==> src/rtl/divmod_pkg.sv <==
`default_nettype none
// ============================================================================
//  Package     : divmod_pkg
//  Description : Shared definitions for the divmod divider family: FSM state
//                encoding, counter width helper and two's-complement helpers
//                (conditional negate, absolute value) on a 64-bit carrier.
//  Revision    : 1.0  initial release
// ============================================================================
package divmod_pkg;

    // FSM state encoding
    localparam logic [1:0] c_st_idle = 2'd0;
    localparam logic [1:0] c_st_calc = 2'd1;
    localparam logic [1:0] c_st_done = 2'd2;

    // Iteration counter must hold the value WIDTH itself, hence one extra bit
    // over an MSB index.
    function automatic int f_cnt_w(input int width_log);
        return width_log + 1;
    endfunction

    // Two's-complement negate when en is set. Callers truncate to their width;
    // the low bits of a 64-bit negate equal a native-width negate.
    function automatic logic [63:0] f_cneg(input logic [63:0] x, input logic en);
        return en ? (~x + 64'd1) : x;
    endfunction

    // Magnitude of a w-bit value (zero-extended into x). The magnitude of MIN
    // comes out as unsigned 2^(w-1), which still fits w bits.
    function automatic logic [63:0] f_abs(input logic [63:0] x, input int w,
                                          input logic is_signed);
        return f_cneg(x, is_signed & x[w-1]);
    endfunction

endpackage
`default_nettype wire

==> src/rtl/divmod_hs_if.sv <==
`default_nettype none
// ============================================================================
//  Interface   : divmod_hs_if
//  Description : Operand/result handshake bundle of the divmod_hs divider.
//                master = requester side, slave = divider side.
//  Revision    : 1.0  initial release
// ============================================================================
interface divmod_hs_if #(
    parameter int WIDTH_LOG = 4
);
    localparam int c_width = 1 << WIDTH_LOG;

    logic               in_valid;
    logic               in_ready;
    logic               is_signed;
    logic [c_width-1:0] a;
    logic [c_width-1:0] b;
    logic               out_valid;
    logic               out_ready;
    logic [c_width-1:0] quot;
    logic [c_width-1:0] rem;
    logic               div0;
    logic               ovf;

    modport master (
        output in_valid, is_signed, a, b, out_ready,
        input  in_ready, out_valid, quot, rem, div0, ovf
    );

    modport slave (
        input  in_valid, is_signed, a, b, out_ready,
        output in_ready, out_valid, quot, rem, div0, ovf
    );

endinterface
`default_nettype wire

==> src/rtl/prio_enc.sv <==
`default_nettype none
// ============================================================================
//  Module      : prio_enc
//  Description : Priority encoder returning the index of the highest set bit.
//                Zero input yields index 0.
//  Revision    : 1.0  initial release
// ============================================================================
module prio_enc #(
    parameter int WIDTH_LOG = 4
) (
    input  logic [(1<<WIDTH_LOG)-1:0] in_i,
    output logic [WIDTH_LOG-1:0]      idx_o
);

    // Scan upward so the last set bit seen (the MSB) wins.
    always_comb begin
        idx_o = '0;
        for (int i = 0; i < (1 << WIDTH_LOG); i++) begin
            if (in_i[i]) begin
                idx_o = WIDTH_LOG'(i);
            end
        end
    end

endmodule
`default_nettype wire

==> src/rtl/divmod_hs.sv <==
`default_nettype none
// ============================================================================
//  Module      : divmod_hs
//  Description : Iterative restoring divider, one quotient bit per cycle,
//                runtime signed/unsigned, valid/ready on both sides, per-result
//                div0/ovf flags. One division in flight.
//                Optional macro DIVMOD_HS_EARLY_EXIT_EN: iterations limited to
//                msb(|a|)-msb(|b|)+1 with divisor alignment by priority encoders;
//                |a| < |b| finishes immediately. Results identical either way.
//  Revision    : 1.0  initial release
// ============================================================================
module divmod_hs
    import divmod_pkg::*;
#(
    parameter int WIDTH_LOG = 4
) (
    input  logic       clk,
    input  logic       rst,
    divmod_hs_if.slave bus
);

    localparam int                 c_width = 1 << WIDTH_LOG;
    localparam int                 c_cnt_w = f_cnt_w(WIDTH_LOG);
    localparam logic [c_width-1:0] c_min   = {1'b1, {(c_width-1){1'b0}}};

    // State
    logic [1:0]         state_q, state_d;
    logic [c_cnt_w-1:0] cnt_q;
    logic [c_width-1:0] rem_q;        // partial remainder (always < divisor)
    logic [c_width-1:0] quo_q;        // dividend bits shifting out, quotient in
    logic [c_width-1:0] div_q;        // divisor magnitude
    logic               neg_quo_q;
    logic               neg_rem_q;
    logic [c_width-1:0] quot_q;
    logic [c_width-1:0] rem_out_q;
    logic               div0_q;
    logic               ovf_q;

    // Operand decode at accept
    logic               w_sa, w_sb;
    logic [c_width-1:0] w_amag, w_bmag;
    logic               w_div0, w_ovf, w_small, w_direct;
    logic [c_cnt_w-1:0] w_iters, w_shift;
    logic [2*c_width-1:0] w_init;

    // Iteration step
    logic [c_width:0]   w_rem_sh;     // WIDTH+1-bit shifted partial remainder
    logic               w_ge;
    logic [c_width-1:0] w_rem_nx, w_quo_nx;
    logic [c_width-1:0] w_quot_fix, w_rem_fix;
    logic               w_last;

    assign w_sa   = bus.is_signed & bus.a[c_width-1];
    assign w_sb   = bus.is_signed & bus.b[c_width-1];
    assign w_amag = c_width'(f_abs(64'(bus.a), c_width, bus.is_signed));
    assign w_bmag = c_width'(f_abs(64'(bus.b), c_width, bus.is_signed));
    assign w_div0 = (bus.b == '0);
    assign w_ovf  = bus.is_signed & (bus.a == c_min) & (bus.b == '1);

`ifdef DIVMOD_HS_EARLY_EXIT_EN
    logic [WIDTH_LOG-1:0] w_msb_a, w_msb_b;

    prio_enc #(.WIDTH_LOG(WIDTH_LOG)) u_pe_a (.in_i(w_amag), .idx_o(w_msb_a));
    prio_enc #(.WIDTH_LOG(WIDTH_LOG)) u_pe_b (.in_i(w_bmag), .idx_o(w_msb_b));

    // Only meaningful when |a| >= |b| > 0; other cases bypass CALC.
    assign w_small = (w_amag < w_bmag);
    assign w_iters = {1'b0, w_msb_a} - {1'b0, w_msb_b} + c_cnt_w'(1);
    assign w_shift = c_cnt_w'(c_width) - w_iters;
`else
    assign w_small = 1'b0;
    assign w_iters = c_cnt_w'(c_width);
    assign w_shift = '0;
`endif

    assign w_direct = w_div0 | w_ovf | w_small;

    // Pre-shifting the dividend skips leading iterations that would only
    // produce zero quotient bits; the upper half is the starting remainder.
    assign w_init = {{c_width{1'b0}}, w_amag} << w_shift;

    assign w_rem_sh = {rem_q, quo_q[c_width-1]};
    assign w_ge     = (w_rem_sh >= {1'b0, div_q});
    // True difference is < divisor, so dropping the top bit is exact.
    assign w_rem_nx = w_ge ? (w_rem_sh[c_width-1:0] - div_q) : w_rem_sh[c_width-1:0];
    assign w_quo_nx = {quo_q[c_width-2:0], w_ge};
    assign w_last   = (cnt_q == c_cnt_w'(1));

    // Sign correction: truncation toward zero, remainder follows dividend.
    assign w_quot_fix = c_width'(f_cneg(64'(w_quo_nx), neg_quo_q));
    assign w_rem_fix  = c_width'(f_cneg(64'(w_rem_nx), neg_rem_q));

    // FSM state register.
    always_ff @(posedge clk or posedge rst) begin
        if (rst) begin
            state_q <= c_st_idle;
        end else begin
            state_q <= state_d;
        end
    end

    // FSM next-state: special cases jump straight to DONE.
    always_comb begin
        state_d = state_q;
        case (state_q)
            c_st_idle: begin
                if (bus.in_valid) begin
                    state_d = w_direct ? c_st_done : c_st_calc;
                end
            end
            c_st_calc: begin
                if (w_last) begin
                    state_d = c_st_done;
                end
            end
            c_st_done: begin
                if (bus.out_ready) begin
                    state_d = c_st_idle;
                end
            end
            default: state_d = c_st_idle;
        endcase
    end

    // FSM outputs: handshake flags decoded from state only.
    always_comb begin
        bus.in_ready  = (state_q == c_st_idle);
        bus.out_valid = (state_q == c_st_done);
    end

    // Datapath: load operands on accept, iterate in CALC, latch result.
    always_ff @(posedge clk or posedge rst) begin
        if (rst) begin
            cnt_q     <= '0;
            rem_q     <= '0;
            quo_q     <= '0;
            div_q     <= '0;
            neg_quo_q <= 1'b0;
            neg_rem_q <= 1'b0;
            quot_q    <= '0;
            rem_out_q <= '0;
            div0_q    <= 1'b0;
            ovf_q     <= 1'b0;
        end else begin
            case (state_q)
                c_st_idle: begin
                    if (bus.in_valid) begin
                        rem_q     <= w_init[2*c_width-1:c_width];
                        quo_q     <= w_init[c_width-1:0];
                        div_q     <= w_bmag;
                        cnt_q     <= w_iters;
                        neg_quo_q <= w_sa ^ w_sb;
                        neg_rem_q <= w_sa;
                        if (w_div0) begin
                            quot_q    <= '1;
                            rem_out_q <= bus.a;
                            div0_q    <= 1'b1;
                            ovf_q     <= 1'b0;
                        end else if (w_ovf) begin
                            quot_q    <= c_min;
                            rem_out_q <= '0;
                            div0_q    <= 1'b0;
                            ovf_q     <= 1'b1;
                        end else if (w_small) begin
                            quot_q    <= '0;
                            rem_out_q <= bus.a;
                            div0_q    <= 1'b0;
                            ovf_q     <= 1'b0;
                        end
                    end
                end
                c_st_calc: begin
                    rem_q <= w_rem_nx;
                    quo_q <= w_quo_nx;
                    cnt_q <= cnt_q - c_cnt_w'(1);
                    if (w_last) begin
                        quot_q    <= w_quot_fix;
                        rem_out_q <= w_rem_fix;
                        div0_q    <= 1'b0;
                        ovf_q     <= 1'b0;
                    end
                end
                default: begin
                end
            endcase
        end
    end

    assign bus.quot = quot_q;
    assign bus.rem  = rem_out_q;
    assign bus.div0 = div0_q;
    assign bus.ovf  = ovf_q;

`ifndef SYNTHESIS
    // Iteration counter must never reach zero while still calculating.
    always @(posedge clk) begin
        if (!rst && state_q == c_st_calc) begin
            assert (cnt_q != '0);
        end
    end
`endif

endmodule
`default_nettype wire

==> src/flat_wrapper.sv <==
// flat-port wrapper written by rule: the top's interface ports become plain ports
module divmod_hs_flat import divmod_pkg::*;
#(
    parameter int WIDTH_LOG = 4
)
  (clk, rst, bus_in_valid, bus_is_signed, bus_a, bus_b, bus_out_ready, bus_in_ready, bus_out_valid, bus_quot, bus_rem, bus_div0, bus_ovf);
  divmod_hs_if #(.WIDTH_LOG(WIDTH_LOG)) bus_i ();
  input  logic clk;
  input  logic rst;
  input wire logic [$bits(bus_i.in_valid)-1:0] bus_in_valid;
  input wire logic [$bits(bus_i.is_signed)-1:0] bus_is_signed;
  input wire logic [$bits(bus_i.a)-1:0] bus_a;
  input wire logic [$bits(bus_i.b)-1:0] bus_b;
  input wire logic [$bits(bus_i.out_ready)-1:0] bus_out_ready;
  output wire logic [$bits(bus_i.in_ready)-1:0] bus_in_ready;
  output wire logic [$bits(bus_i.out_valid)-1:0] bus_out_valid;
  output wire logic [$bits(bus_i.quot)-1:0] bus_quot;
  output wire logic [$bits(bus_i.rem)-1:0] bus_rem;
  output wire logic [$bits(bus_i.div0)-1:0] bus_div0;
  output wire logic [$bits(bus_i.ovf)-1:0] bus_ovf;
  assign bus_i.in_valid = bus_in_valid;
  assign bus_i.is_signed = bus_is_signed;
  assign bus_i.a = bus_a;
  assign bus_i.b = bus_b;
  assign bus_i.out_ready = bus_out_ready;
  assign bus_in_ready = bus_i.in_ready;
  assign bus_out_valid = bus_i.out_valid;
  assign bus_quot = bus_i.quot;
  assign bus_rem = bus_i.rem;
  assign bus_div0 = bus_i.div0;
  assign bus_ovf = bus_i.ovf;
  divmod_hs #(.WIDTH_LOG(WIDTH_LOG)) u_core (.clk(clk), .rst(rst), .bus(bus_i));
endmodule
==> config.mk <==
export PLATFORM = sky130hd
export DESIGN_NAME = divmod_hs_flat
export DESIGN_NICKNAME = d
export VERILOG_FILES = /design/src/rtl/divmod_pkg.sv /design/src/rtl/divmod_hs_if.sv /design/src/rtl/prio_enc.sv /design/src/rtl/divmod_hs.sv /design/src/flat_wrapper.sv
export SDC_FILE = /design/constraint.sdc
export NUM_CORES = 1
export LEC_CHECK = 0
export CORE_ASPECT_RATIO = 1.5
export CORE_MARGIN = 2
export CORE_UTILIZATION = 35
export DETAILED_ROUTE_END_ITERATION = 10
export GPL_ROUTABILITY_DRIVEN = 1
export PLACE_DENSITY = 0.62
export SYNTH_ARGS = -nofsm -noshare
export SYNTH_HDL_FRONTEND = slang
export SYNTH_SLANG_ARGS = --single-unit
==> constraint.sdc <==
create_clock -name clk -period 4.14 [get_ports clk]
set_input_delay 0.828 -clock clk [delete_from_list [all_inputs] [get_ports clk]]
set_output_delay 0.828 -clock clk [all_outputs]
set_load 0.005 [all_outputs]
==> flow_summary.yaml <==
logic_synthesis:
  synthFlopType: "dfrtp_1"
  ys_seq_area_share_pct: 35.90
  yosys_warnings: 0
  synthMostInstantiatedCell: "nand2_1"
  async_flop_share_pct: 100.0
  netlist_instances: 770
  synth.distinct_cells: 66
  synth_fp_nets: 831
  syn_avg_cell_area_sq_um: 8.238
  yosys_register_bits: 91
  synth_top_area_cell: "dfrtp_1"
  syn-cell-area_sq_mm: 0.006344
  yosys.area.top_type_share_pct: 35.90
  synth-edff-count: 0
  synth_area_leaders: "dfrtp_1 36%, o21ai_0 7.3%, xnor2_1 5.9%, nand2_1 5.7%, ha_1 4.5%"
  ys_top_cells_by_count: "97 x nand2_1, 92 x o21ai_0, 91 x dfrtp_1, 63 x nor2_1, 46 x a21oi_1"
die:
  die_h_microns: 168.9
  num_rows: 60
  die_area_sq_mm: 0.01924
  core_sq_mm: 0.01787
  fp.dieW_microns: 113.9
  io_pins: 73
  start_util_pct: 35.50
cts:
  cts.sinks: 91
  htreeDepth: 3
  clk_latency_ps: 350
  cts_resized: 0
  cts_hold_buf: 0
  cts_max_path_buffers: 2
  postCtsSetupBuffers: 0
  cts_buffers: 9
  clkTransAtPathRegs_ps: 70
  cts_root_buf: "clkbuf_16"
  cts_tree: "built"
sta:
  holdWs_ps: 474.8
  maxSlewViolCount: 0
  max_freq_ghz: 0.2596
  period_minus_slack_ps: 3852
  relSlewSlack_pct: 42.56
  setup_violations: 0
  rsz0062_at_grt: "false"
  tns_ps: 0
  fin_worst_skew_ps: 9.248
  tightest_slew_ps: 850.4
  min_period_over_period_pct: 93.04
  hold_viol: 0
detailed_routing:
  routed_wl_microns: 20630
  routed-wl-met2_microns: 11140
  wl_per_cell_microns: 19.53
  wl_met3_microns: 680
  wl_met1_microns: 7501
  num_vias: 5933
  drt_first_iter_violations: 474
  drc: 0
  firstDrtPassIters: 7
  viasPerCell: 5.618
  highest-signal-layer: "met4"
  ant_nets: 0
final_layout:
  syn_to_final_growth_pct: 20.24
  diodes: 0
  final_nets: 895
  drive_above_1_share_pct: 5.959
power_and_ir_drop:
  power_density_mw_per_mm2: 959.4
  switchingPower_mw: 3.609
  p_seq_share_pct: 23.1
  p_leak_nw: 3.207
  p_comb_share_pct: 64.9
  netSwitchingFraction_pct: 49.32
  p_clk_share_pct: 12.0
  intPower_mw: 3.709
  vdd_drop_max_uv: 383.6
min_path:
  min_path_cells: 2
  hold_path.class: "reg2reg"
critical_path:
  cp_max_fo: 7
  critical_path_required_ps: 4360
  critPathLaunchType: "flop"
  r2r_cells: 14
  critPathKind: "reg2reg"
  endpoint_kind: "flop"
  crit_arrival_ps: 4070
  reg2reg_slack_ps: 290
grt:
  grt_max_degree: 44
  grt_first_pass_wirelength_microns: 31950
  grt_pass1_vias: 5785
  antenna_found_initial: 0
  grt_overflow: 0
  grt_util_all_layers_pct: 21.85
status:
  status: "complete, no violations"
placed_design:
  port-buffer-count: 72
  dp_hpwl_microns: 15770
  gp_congestion: 0.9040
job:
  maxCapViolations: 0
## layout make-up
cell class | instances | area, sq um
Tap cell | 217 | 271.5
Clock buffer | 10 | 239.0
Inverter | 36 | 136.4
Sequential cell | 91 | 2277
Fill cell | 1805 | 10240
Multi-Input combinational cell | 605 | 3770
Clock inverter | 6 | 70.07
Timing Repair Buffer | 91 | 863.3
## state kept, by name, summed over array words and instances, names as in the netlist, 2 cells and up
| register | cells |
|---|---|
| u_core.div_q | 16 |
| u_core.rem_q | 16 |
| u_core.bus.rem | 16 |
| u_core.bus.quot | 16 |
| u_core.state_q | 2 |
| u_core.cnt_q | 5 |
| u_core.quo_q | 16 |
## through the flow
stage | setup slack [ps] | instances | power (mW) | area, sq um | utilization (%)
2_1_floorplan | 434.1 | 770 | 4.916 | 6344 | -
3_3_place_gp | 403.7 | 1040 | 6.378 | 7318 | 40.96
3_5_place_dp | 374.0 | 1040 | 6.402 | 7318 | 40.96
4_1_cts | 361.4 | 1056 | 7.306 | 7627 | 42.69
5_1_grt | 32.84 | 1056 | 7.906 | 7627 | 42.69
6_report | 288.2 | 1056 | 7.317 | 7627 | 42.69
## cells by family after synthesis
logic type | count (synthesis) | share of synthesized area, %
fa+ha+maj | 24 | 4.852
compound gates | 238 | 23.51
mux | 14 | 2.347
simple gates | 262 | 19.43
xor+xnor | 67 | 9.250
buf+inv | 74 | 4.714
flops | 91 | 35.90
## final timing paths
kind                                                 start                              end
max in group asynchronous                              rst      u_core.rem_q[3]$_DFFE_PP0P_
max                            u_core.rem_q[3]$_DFFE_PP0P_   u_core.bus.rem[12]$_DFFE_PP0P_
min in group asynchronous                              rst     u_core.neg_quo_q$_DFFE_PP0P_
min                        u_core.bus.quot[13]$_DFFE_PP0P_  u_core.bus.quot[13]$_DFFE_PP0P_
min reg2reg                u_core.bus.quot[13]$_DFFE_PP0P_  u_core.bus.quot[13]$_DFFE_PP0P_
max reg2reg                    u_core.rem_q[3]$_DFFE_PP0P_   u_core.bus.rem[12]$_DFFE_PP0P_
## power groups by stage
stage                     registers [mW]  clock network [mW]  logic (mW)
after floorplan                     1.55                   0        3.36
after global placement              1.69                   0        4.68
after detailed placement            1.70                   0        4.70
after CTS                           1.69               0.894        4.73
after global routing                1.74               0.933        5.23
final                               1.69               0.881        4.75
## worst max-delay path, cell delays in order, from the launching register on
cell	delay, ps
dfrtp_1	440
ha_1	410
a21oi_2	210
and2_4	180
a21oi_2	70
o311ai_4	320
nand2_4	120
o21ai_0	330
ha_1	290
nor4b_1	220
and4b_1	240
a32oi_1	140
o31ai_1	470
xnor2_1	180
o22ai_1	90
## layout by cell type (no fill, tap or decap), types with 20 or more instances in the layout
cell type	n
a21oi_1	46
clkdlybuf4s50_1	72
dfrtp_1	91
ha_1	23
inv_1	34
nand2_1	97
nand3_1	20
nor2_1	63
o21ai_0	92
xnor2_1	43
xor2_1	24
## routing by layer
layer	track usage, %	up-vias
li1	-	2879
met1	22.55	2821
met2	40.94	173
met3	2.578	60
met4	14.00	0
met5	0	-
No activity file was read; power rests on OpenSTA's default activity.
